<file path="config.mk">
export PLATFORM = sky130hd
export DESIGN_NAME = timer_countdown_datapath
export DESIGN_NICKNAME = d
export VERILOG_FILES = /design/src/rtl/timer_countdown_datapath.sv
export SDC_FILE = /design/constraint.sdc
export NUM_CORES = 1
export LEC_CHECK = 0
export ABC_AREA = 1
export CAP_MARGIN = 20
export CORE_UTILIZATION = 59
export DETAILED_ROUTE_END_ITERATION = 6
export PLACE_DENSITY = 0.85
export SYNTH_ARGS = -nofsm -noshare
export SYNTH_HDL_FRONTEND = slang
export SYNTH_SLANG_ARGS = --single-unit
</file>
<file path="constraint.sdc">
create_clock -name clk -period 2.5 [get_ports clk]
set_input_delay 0.5 -clock clk [delete_from_list [all_inputs] [get_ports clk]]
set_output_delay 0.5 -clock clk [all_outputs]
set_load 0.03 [all_outputs]
</file>
<file path="src/rtl/timer_countdown_datapath.sv">
// timer_countdown_datapath
//   Datapath for the mm:ss countdown timer. Latches switch-entered BCD time
//   (clamped digit-wise), counts it down once per second while decEn is high,
//   flags 00:00 back to the controller, and drives the LED flash pattern.
//
// Parameters
//   CLK_HZ  input clock frequency; the prescaler wraps at CLK_HZ-1
//   LED_W   width of the ledr output
//
// Ports
//   clk         system clock
//   reset       synchronous, active-low reset
//   sw[7:0]     BCD entry: sw[7:4] tens digit, sw[3:0] ones digit
//   swSecEn     load seconds digits from sw (every cycle while high)
//   swMinEn     load minutes digits from sw (every cycle while high)
//   decEn       run the countdown
//   flashEn     flash the LEDs (time expired)
//   min_tens, min_ones, sec_tens, sec_ones   registered BCD time
//   tick        one-cycle strobe, once per CLK_HZ cycles while running
//   isTimeFlat  all four digits are zero (combinational from digit regs)
//   ledr        LED flash pattern
//
// Build option
//   TIMER_LED_CHASE_EN  defined: a single lit LED rotates left on each tick.
//                       undefined: all LEDs toggle together on each tick.

module timer_countdown_datapath #(
  parameter int CLK_HZ = 50_000_000,
  parameter int LED_W  = 10
) (
  input  logic             clk,
  input  logic             reset,
  input  logic [7:0]       sw,
  input  logic             swSecEn,
  input  logic             swMinEn,
  input  logic             decEn,
  input  logic             flashEn,
  output logic [3:0]       min_tens,
  output logic [3:0]       min_ones,
  output logic [3:0]       sec_tens,
  output logic [3:0]       sec_ones,
  output logic             tick,
  output logic             isTimeFlat,
  output logic [LED_W-1:0] ledr
);

  localparam int CNT_W = (CLK_HZ > 1) ? $clog2(CLK_HZ) : 1;
  localparam logic [CNT_W-1:0] CNT_LAST = CNT_W'(CLK_HZ - 1);

  logic [3:0]       min_tens_q, min_tens_d;
  logic [3:0]       min_ones_q, min_ones_d;
  logic [3:0]       sec_tens_q, sec_tens_d;
  logic [3:0]       sec_ones_q, sec_ones_d;
  logic [CNT_W-1:0] cnt_q, cnt_d;
  logic [LED_W-1:0] ledr_q, ledr_d;
  logic             flash_prev_q, flash_prev_d;
  logic             run;
  logic [3:0]       sw_tens_sec, sw_tens_min, sw_ones;

  function automatic logic [3:0] clamp_digit(input logic [3:0] d, input logic [3:0] max_val);
    return (d > max_val) ? max_val : d;
  endfunction

  // Seconds tens saturates at 5; every other digit at 9.
  assign sw_tens_sec = clamp_digit(sw[7:4], 4'd5);
  assign sw_tens_min = clamp_digit(sw[7:4], 4'd9);
  assign sw_ones     = clamp_digit(sw[3:0], 4'd9);

  assign run        = decEn | flashEn;
  assign tick       = run && (cnt_q == CNT_LAST);
  assign isTimeFlat = (min_tens_q == 4'd0) && (min_ones_q == 4'd0) &&
                      (sec_tens_q == 4'd0) && (sec_ones_q == 4'd0);

  // Prescaler: cleared whenever nothing needs it, so a resume always waits
  // a full second before the next tick.
  always_comb begin
    cnt_d = '0;
    if (run && (cnt_q != CNT_LAST)) begin
      cnt_d = cnt_q + CNT_W'(1);
    end
  end

  // Digits: load beats decrement; the decrement borrows through the chain.
  always_comb begin
    min_tens_d = min_tens_q;
    min_ones_d = min_ones_q;
    sec_tens_d = sec_tens_q;
    sec_ones_d = sec_ones_q;
    if (swSecEn || swMinEn) begin
      if (swSecEn) begin
        sec_tens_d = sw_tens_sec;
        sec_ones_d = sw_ones;
      end
      if (swMinEn) begin
        min_tens_d = sw_tens_min;
        min_ones_d = sw_ones;
      end
    end else if (tick && decEn && !isTimeFlat) begin
      if (sec_ones_q != 4'd0) begin
        sec_ones_d = sec_ones_q - 4'd1;
      end else begin
        sec_ones_d = 4'd9;
        if (sec_tens_q != 4'd0) begin
          sec_tens_d = sec_tens_q - 4'd1;
        end else begin
          sec_tens_d = 4'd5;
          if (min_ones_q != 4'd0) begin
            min_ones_d = min_ones_q - 4'd1;
          end else begin
            // Not flat, so min_tens is nonzero here.
            min_ones_d = 4'd9;
            min_tens_d = min_tens_q - 4'd1;
          end
        end
      end
    end
  end

  // LED pattern: seeded on the rising edge of flashEn, advanced on tick.
  always_comb begin
    flash_prev_d = flashEn;
    ledr_d       = ledr_q;
    if (!flashEn) begin
      ledr_d = '0;
    end else if (!flash_prev_q) begin
`ifdef TIMER_LED_CHASE_EN
      ledr_d = LED_W'(1);
`else
      ledr_d = '0;
`endif
    end else if (tick) begin
`ifdef TIMER_LED_CHASE_EN
      ledr_d = (ledr_q << 1) | (ledr_q >> (LED_W - 1));
`else
      ledr_d = ~ledr_q;
`endif
    end
  end

  always_ff @(posedge clk) begin
    if (!reset) begin
      min_tens_q   <= '0;
      min_ones_q   <= '0;
      sec_tens_q   <= '0;
      sec_ones_q   <= '0;
      cnt_q        <= '0;
      ledr_q       <= '0;
      flash_prev_q <= 1'b0;
    end else begin
      min_tens_q   <= min_tens_d;
      min_ones_q   <= min_ones_d;
      sec_tens_q   <= sec_tens_d;
      sec_ones_q   <= sec_ones_d;
      cnt_q        <= cnt_d;
      ledr_q       <= ledr_d;
      flash_prev_q <= flash_prev_d;
    end
  end

  assign min_tens = min_tens_q;
  assign min_ones = min_ones_q;
  assign sec_tens = sec_tens_q;
  assign sec_ones = sec_ones_q;
  assign ledr     = ledr_q;

endmodule

</file>
==> results.py, run 1 <==
metrics = {
    "final_layout": {
        "finalNetCount": 498,
        "antennaDiodeCount": 0,
        "area_delta_synth_final_pct": 19.8,
        "share_of_final_layout_standard_cells_stronger_than_drive_strength_1_pct": 9.98,
        "fillers": 416,
    },
    "clocking": {
        "cts.sinks": 53,
        "clock_tree.root_cell": "sky130_fd_sc_hd__clkbuf_8",
        "clk_latency_ps": 310,
        "cts_tree": "built",
        "htree_levels": 2,
        "post_cts_buffers": 0,
        "post_cts_clock_slew_at_the_launch_and_capture_registers_of_the_worst_setup_and_hold_paths_ps": 90,
        "cts-buffers-inserted": 5,
        "clock_path_buffers": 2,
    },
    "sta": {
        "endpoints_failing_setup": 0,
        "final.setup.tns_ps": 0,
        "tightest_slew_ps": 557,
        "max_slew_margin_pct": 62.8,
        "whs_ps": 480,
        "setup_ws_ps": 194,
        "finClkSkew_ps": 8.83,
        "maxSlewViolCount": 0,
        "fin_crit_sh_pct": 92.2,
        "rsz_0062_raised_after_global_routing": "no",
        "max_freq_mhz": 434,
        "hold_violations": 0,
        "post-route-min-period_ps": 2310,
    },
    "floorplan": {
        "die_h_um": 72.9,
        "design.core.area_um2": 4790,
        "die_area_um2": 5310,
        "io_pins": 42,
        "floorplan.die.width_um": 72.9,
        "std_cell_rows": 25,
        "starting_utilization_of_the_core_area_pct": 61.9,
    },
    "critical_path": {
        "worst-endpoint-required_ps": 2000,
        "cp_cell_sequence": "nor2_2 -> nand2_1 -> nor2_1 -> inv_1 -> nor3_1 -> dlygate4sd2_1",
        "critical_path.slowest_cell": "sky130_fd_sc_hd__dlygate4sd2_1",
        "critical_path.n_buffers_inverters": 2,
        "crit_fanout": 5,
        "cp_top_family": "simple AND/OR/NAND/NOR gates",
        "worst_setup_path_end_kind": "output pin",
        "worst_ep_arrival_time_ps": 1810,
        "rrSetupSlack_ps": 610,
        "worstSetupStartpointType": "register",
        "worstSetupPathType": "reg -> out",
        "critPathMaxStageDelay_ps": 420,
    },
    "grt": {
        "grt_util_all_layers_pct": 27.5,
        "number_of_global_route_vias_before_repair": 2651,
        "grt.overflow.total": 0,
        "grt_first_pass_wirelength_um": 11400,
        "pin_count_of_the_biggest_net_entering_global_routing": 27,
        "number_of_antenna_violations_at_the_first_check_in_global_routing": 0,
    },
    "power": {
        "p_per_area_nw_per_um2": 494,
        "vdd_drop_max_uv": 348,
        "p_leak_uw": 0.00138,
    },
    "drt": {
        "post_detailed_route_via_to_cell_ratio": 5.36,
        "detailedRoute.firstPassIterationCount": 6,
        "wire_length_reported_by_the_detailed_router_um": 6770,
        "drt-wirelength-per-cell_um": 12.3,
        "initialDrtViolationCount": 213,
        "remaining_drc_errors": 0,
        "post_drt_antenna_nets": 0,
        "detailed_route_via_count": 2938,
    },
    "yosys": {
        "synth_top_area_share_pct": 35.8,
        "synthesis.yosys.warnings": 0,
        "post_synth_inst_count": 434,
        "synth_top_flop_cell": "sky130_fd_sc_hd__dfxtp_1",
        "syn_area_per_cell_um2": 6.82,
        "synth_fp_nets": 451,
        "synth_async_sr_flop_share_pct": 0,
        "yosys.area.top_type": "sky130_fd_sc_hd__dfxtp_1",
        "synth_most_common_cell": "sky130_fd_sc_hd__nand2_1",
        "syn_area_um2": 2960,
        "synth-seq-cells": 53,
        "netlist_top_cells_count": "89 x sky130_fd_sc_hd__nand2_1, 73 x sky130_fd_sc_hd__nor2_1, 53 x sky130_fd_sc_hd__dfxtp_1",
        "yosysSeqAreaShare_pct": 35.8,
        "synth_enable_flop_cells": 0,
        "post_synth_num_cell_types": 43,
        "synthTopCellsByArea": "sky130_fd_sc_hd__dfxtp_1 36%, sky130_fd_sc_hd__nand2_1 11%, sky130_fd_sc_hd__nor2_1 9.3%",
    },
    "outcome": {
        "run_status": "finished clean",
    },
    "place": {
        "dp_worst_setup_slack_ps": 171,
        "dp_hpwl_um": 5030,
        "gp_congestion": 0.965,
        "place.port_buffers": 41,
    },
    "job": {
        "timing.max_cap.violations": 0,
    },
    "worst_hold_path": {
        "hold_class": "reg -> reg",
    },
}
[worst register-to-register path: cells and delay by family, from the launching register on]
family | cells | cell delay [ps]
simple gates | 6 | 820
flops | 1 | 350
compound gates | 1 | 350
fa+ha+maj | 1 | 240
buf+inv | 1 | 80
[area by class of cell]
type	instances	area (um^2)	share of cell area, %
multi-input combinational	318	1640	46.2
clock inverter	2	35.0	0.988
inverter	56	210	5.93
clock buffer	5	68.8	1.94
timing repair buffer	47	449	12.7
sequential	53	1060	29.9
tap	67	83.8	2.36
[flip-flops by register name, summed over array words and instances (netlist names)]
signal,cells
min_tens,4
sec_tens,4
min_ones,4
ledr,10
flash_prev_q,1
sec_ones,4
cnt_q,26
[cells in the final DEF (no fill, tap or decap), drive strengths merged, types with 10 or more instances in the layout]
cell / Yosys / routed
o21a: 10 / 10
nor2: 82 / 82
nand3: 24 / 24
o21ai: 12 / 12
nand2: 97 / 97
clkdlybuf4s50: 0 / 39
dfxtp: 53 / 53
inv: 56 / 56
a21oi: 37 / 37
nor3: 14 / 14
[metal layers]
metal | part of all wire [%] | global-route usage (%) | wire (um) | up-vias
met1 | 43 | 34.5 | 2890 | 1326
met2 | 48 | 47.0 | 3260 | 112
met5 | 0 | 0 | 0 | -
met4 | 2.1 | 9.59 | 143 | 0
met3 | 6.9 | 5.25 | 469 | 16
li1 | - | - | - | 1484
[logic make-up after synthesis]
group	after synthesis	synth area share (%)
DFF	53	35.8
xor gates and xnor gates	11	3.25
AOI/OAI and AO/OA	71	14.0
adders and majority gates	3	1.27
and+or+nand+nor	233	36.8
buffers and inverters	63	8.83
[repair_timing]
action	in CTS	in global routing
hold buffers	0	0
pin swaps	0	0
gates resized for setup	2	2
setup endpoints to repair	2	1
[path summary, 6_finish.rpt]
path | depth (start not counted) | from | end
max | 6 | sec_ones[1] | isTimeFlat
max reg2reg | 9 | cnt_q[0] | cnt_q[24]
min reg2reg | 1 | cnt_q[0] | cnt_q[0]
min | 1 | cnt_q[0] | cnt_q[0]
[power breakdown]
| part | leakage, uW | switching (uW) | internal [uW] |
|---|---|---|---|
| Clock | 0.0000540 | 277 | 291 |
| Sequential | 0.000431 | 27.9 | 867 |
| Combinational | 0.000893 | 172 | 117 |
| Total | 0.00138 | 476 | 1280 |
[metrics by stage]
stage / util, % / instances / instance area [um^2] / power (uW)
2_1_floorplan: - / 434 / 2960 / 1100
3_3_place_gp: 72.1 / 541 / 3450 / 1190
3_5_place_dp: 72.1 / 541 / 3450 / 1200
4_1_cts: 74.2 / 548 / 3550 / 1760
5_1_grt: 74.1 / 548 / 3550 / 1830
6_report: 74.1 / 548 / 3550 / 1750
(Power assumes the default switching activity.)
==> inputs of run 2 (changes only) <==
CORE_UTILIZATION = 55   (was 59)
GPL_TIMING_DRIVEN = 1   (was unset)
PLACE_DENSITY = 0.8   (was 0.85)
clock period = 2.6 ns   (was 2.5 ns; I/O delays follow)
==> run 2 against run 1 <==
Compared with the run above: sequential share of layout area is essentially flat; wire length shrank 3.7%; combinational power shrank 7.6%; via count shrank 3.2%; clock power grew 3%; worst hold slack lost 9.5 ps; utilization shrank 5.1 points; highest routed layer unchanged.
==> results.py, run 2 (synthesis results as in run 1) <==
metrics = {
    "critical_path": {
        "timing.rr.start": "cnt_q[0]",
        "crit-reg2reg-capture": "cnt_q[24]",
        "worst_setup_path_end_kind": "output pin",
        "worstSetupStartpointType": "register",
        "worstSetupPathType": "reg -> out",
        "r2r_depth": 9,
        "cp_top_family": "simple AND/OR/NAND/NOR gates",
        "worst-endpoint-required_ps": 2080,
        "critical_path.slowest_cell": "sky130_fd_sc_hd__dlygate4sd2_1",
        "worst_ep_arrival_time_ps": 1800,
        "rrSetupSlack_ps": 740,
        "cp_cell_sequence": "nor2_2 -> nand2_1 -> nor2_1 -> inv_1 -> nor3_1 -> dlygate4sd2_1",
        "critical_path.n_buffers_inverters": 2,
        "crit_fanout": 6,
        "critPathMaxStageDelay_ps": 420,
    },
    "drt": {
        "post_detailed_route_via_to_cell_ratio": 5.17,
        "detail_route.wirelength.met1_um": 3100,
        "detailedRoute.firstPassIterationCount": 5,
        "post_drt_antenna_nets": 0,
        "initialDrtViolationCount": 160,
        "drt-wirelength-per-cell_um": 11.8,
        "remaining_drc_errors": 0,
        "met2WireLength_um": 3010,
        "wire_length_reported_by_the_detailed_router_um": 6510,
        "routed.top_layer": "met4",
        "wire_length_on_met3_um": 334,
        "detailed_route_via_count": 2844,
    },
    "sta": {
        "final.setup.tns_ps": 0,
        "finClkSkew_ps": 6.47,
        "hold_violations": 0,
        "rsz_0062_raised_after_global_routing": "no",
        "post-route-min-period_ps": 2320,
        "fin_crit_sh_pct": 89.2,
        "max_slew_margin_pct": 63.5,
        "maxSlewViolCount": 0,
        "setup_ws_ps": 281,
        "endpoints_failing_setup": 0,
        "tightest_slew_ps": 546,
        "max_freq_mhz": 431,
    },
    "floorplan": {
        "die_area_um2": 5680,
        "die_h_um": 75.4,
        "design.core.area_um2": 5140,
        "std_cell_rows": 26,
        "floorplan.die.width_um": 75.4,
        "io_pins": 42,
        "starting_utilization_of_the_core_area_pct": 57.6,
    },
    "worst_hold_path": {
        "hold_class": "reg -> reg",
        "hold-path-endpoint": "sec_tens[3]",
        "hold_start": "sec_tens[3]",
        "hold-path-cell-count": 2,
    },
    "final_layout": {
        "area_delta_synth_final_pct": 19.8,
        "antennaDiodeCount": 0,
        "mostFrequentLayoutCells": "89 x sky130_fd_sc_hd__nand2_1, 73 x sky130_fd_sc_hd__nor2_1, 53 x sky130_fd_sc_hd__dfxtp_1",
        "largest-register": "cnt_q",
        "most_common_library_cell_in_the_layout_ignoring_fill_and_taps": "sky130_fd_sc_hd__nand2_1",
        "finalNetCount": 496,
        "largest_reg_flops": 26,
        "share_of_final_layout_standard_cells_stronger_than_drive_strength_1_pct": 9.58,
    },
    "power": {
        "p_per_area_nw_per_um2": 483,
        "p_leak_uw": 0.00137,
        "vdd_drop_max_uv": 334,
    },
    "clocking": {
        "post_cts_buffers": 0,
        "cts.sinks": 53,
        "post_cts_clock_slew_at_the_launch_and_capture_registers_of_the_worst_setup_and_hold_paths_ps": 100,
        "cts_tree": "built",
        "htree_levels": 2,
        "clock_path_buffers": 2,
        "holdBufCountCts": 0,
        "clock_tree.root_cell": "sky130_fd_sc_hd__clkbuf_8",
        "clk_latency_ps": 310,
        "cts-buffers-inserted": 5,
    },
    "grt": {
        "grt_util_all_layers_pct": 24.4,
        "number_of_global_route_vias_before_repair": 2457,
        "grt_first_pass_wirelength_um": 10700,
        "grt.overflow.total": 0,
        "pin_count_of_the_biggest_net_entering_global_routing": 27,
        "number_of_antenna_violations_at_the_first_check_in_global_routing": 0,
    },
    "place": {
        "place.port_buffers": 41,
        "gp_congestion": 0.864,
        "dp_hpwl_um": 4860,
        "dp_worst_setup_slack_ps": 167,
    },
    "outcome": {
        "run_status": "finished clean",
    },
    "job": {
        "timing.max_cap.violations": 0,
    },
}
[run 2: cell types whose count changed in the layout (fill, tap and decap cells not counted)]
cell	previous run	this run
sky130_fd_sc_hd__buf_4	6	4
sky130_fd_sc_hd__clkbuf_1	0	1
sky130_fd_sc_hd__clkbuf_8	5	6
sky130_fd_sc_hd__clkinv_2	1	0
[run 2: layout make-up]
cell class	count	area, um^2
flip-flops and latches	53	1060
inverters	56	210
clock buffers	7	86.3
clock inverters	1	30.0
fillers	481	1590
multi-input cells	318	1640
well taps	70	87.6
repair buffers	45	434
[run 2: tightest hold or removal path: cells and delay by family (launching register included)]
family	cells	cell delay [ps]
flops	1	340
compound gates	1	30
simple gates	1	60
[run 2: layer usage]
layer	up-vias	global-route usage [%]
met2	75	39.9
met5	-	0
met3	8	4.50
met1	1278	33.0
met4	0	7.00
li1	1483	-
[run 2: worst max-delay path by stage]
stage / slack (ps) / to / startpoint / cells after the start
after floorplan: 480 / isTimeFlat / sec_ones[0] / 5
after global placement: 140 / tick / flashEn / 4
after detailed placement: 170 / tick / flashEn / 4
after CTS: 100 / tick / cnt_q[0] / 8
after global routing: 110 / isTimeFlat / sec_ones[0] / 6
final: 280 / isTimeFlat / sec_ones[0] / 6
[run 2: per-stage QoR]
stage                     cell area [um^2]  total power [uW]  utilization, %  hold WS [ps]  instances
after global routing                  3550              1800            69.0           517        550
after global placement                3440              1140            66.9           454        542
after detailed placement              3440              1150            66.9           456        542
final                                 3550              1710            69.0           470        550
after floorplan                       2960              1050               -           440        434
after CTS                             3550              1720            69.1           473        550
[run 2: report_power, final]
group,switching (uW),internal (uW)
registers,28.1,834
logic,158,108
clock network,271,314
[run 2: timing repair]
| action | 4_1_cts | 5_1_grt |
|---|---|---|
| gates resized for setup | 2 | 2 |
| endpoints found under the hold margin | 0 | 0 |
| endpoints found under the setup margin | 2 | 1 |
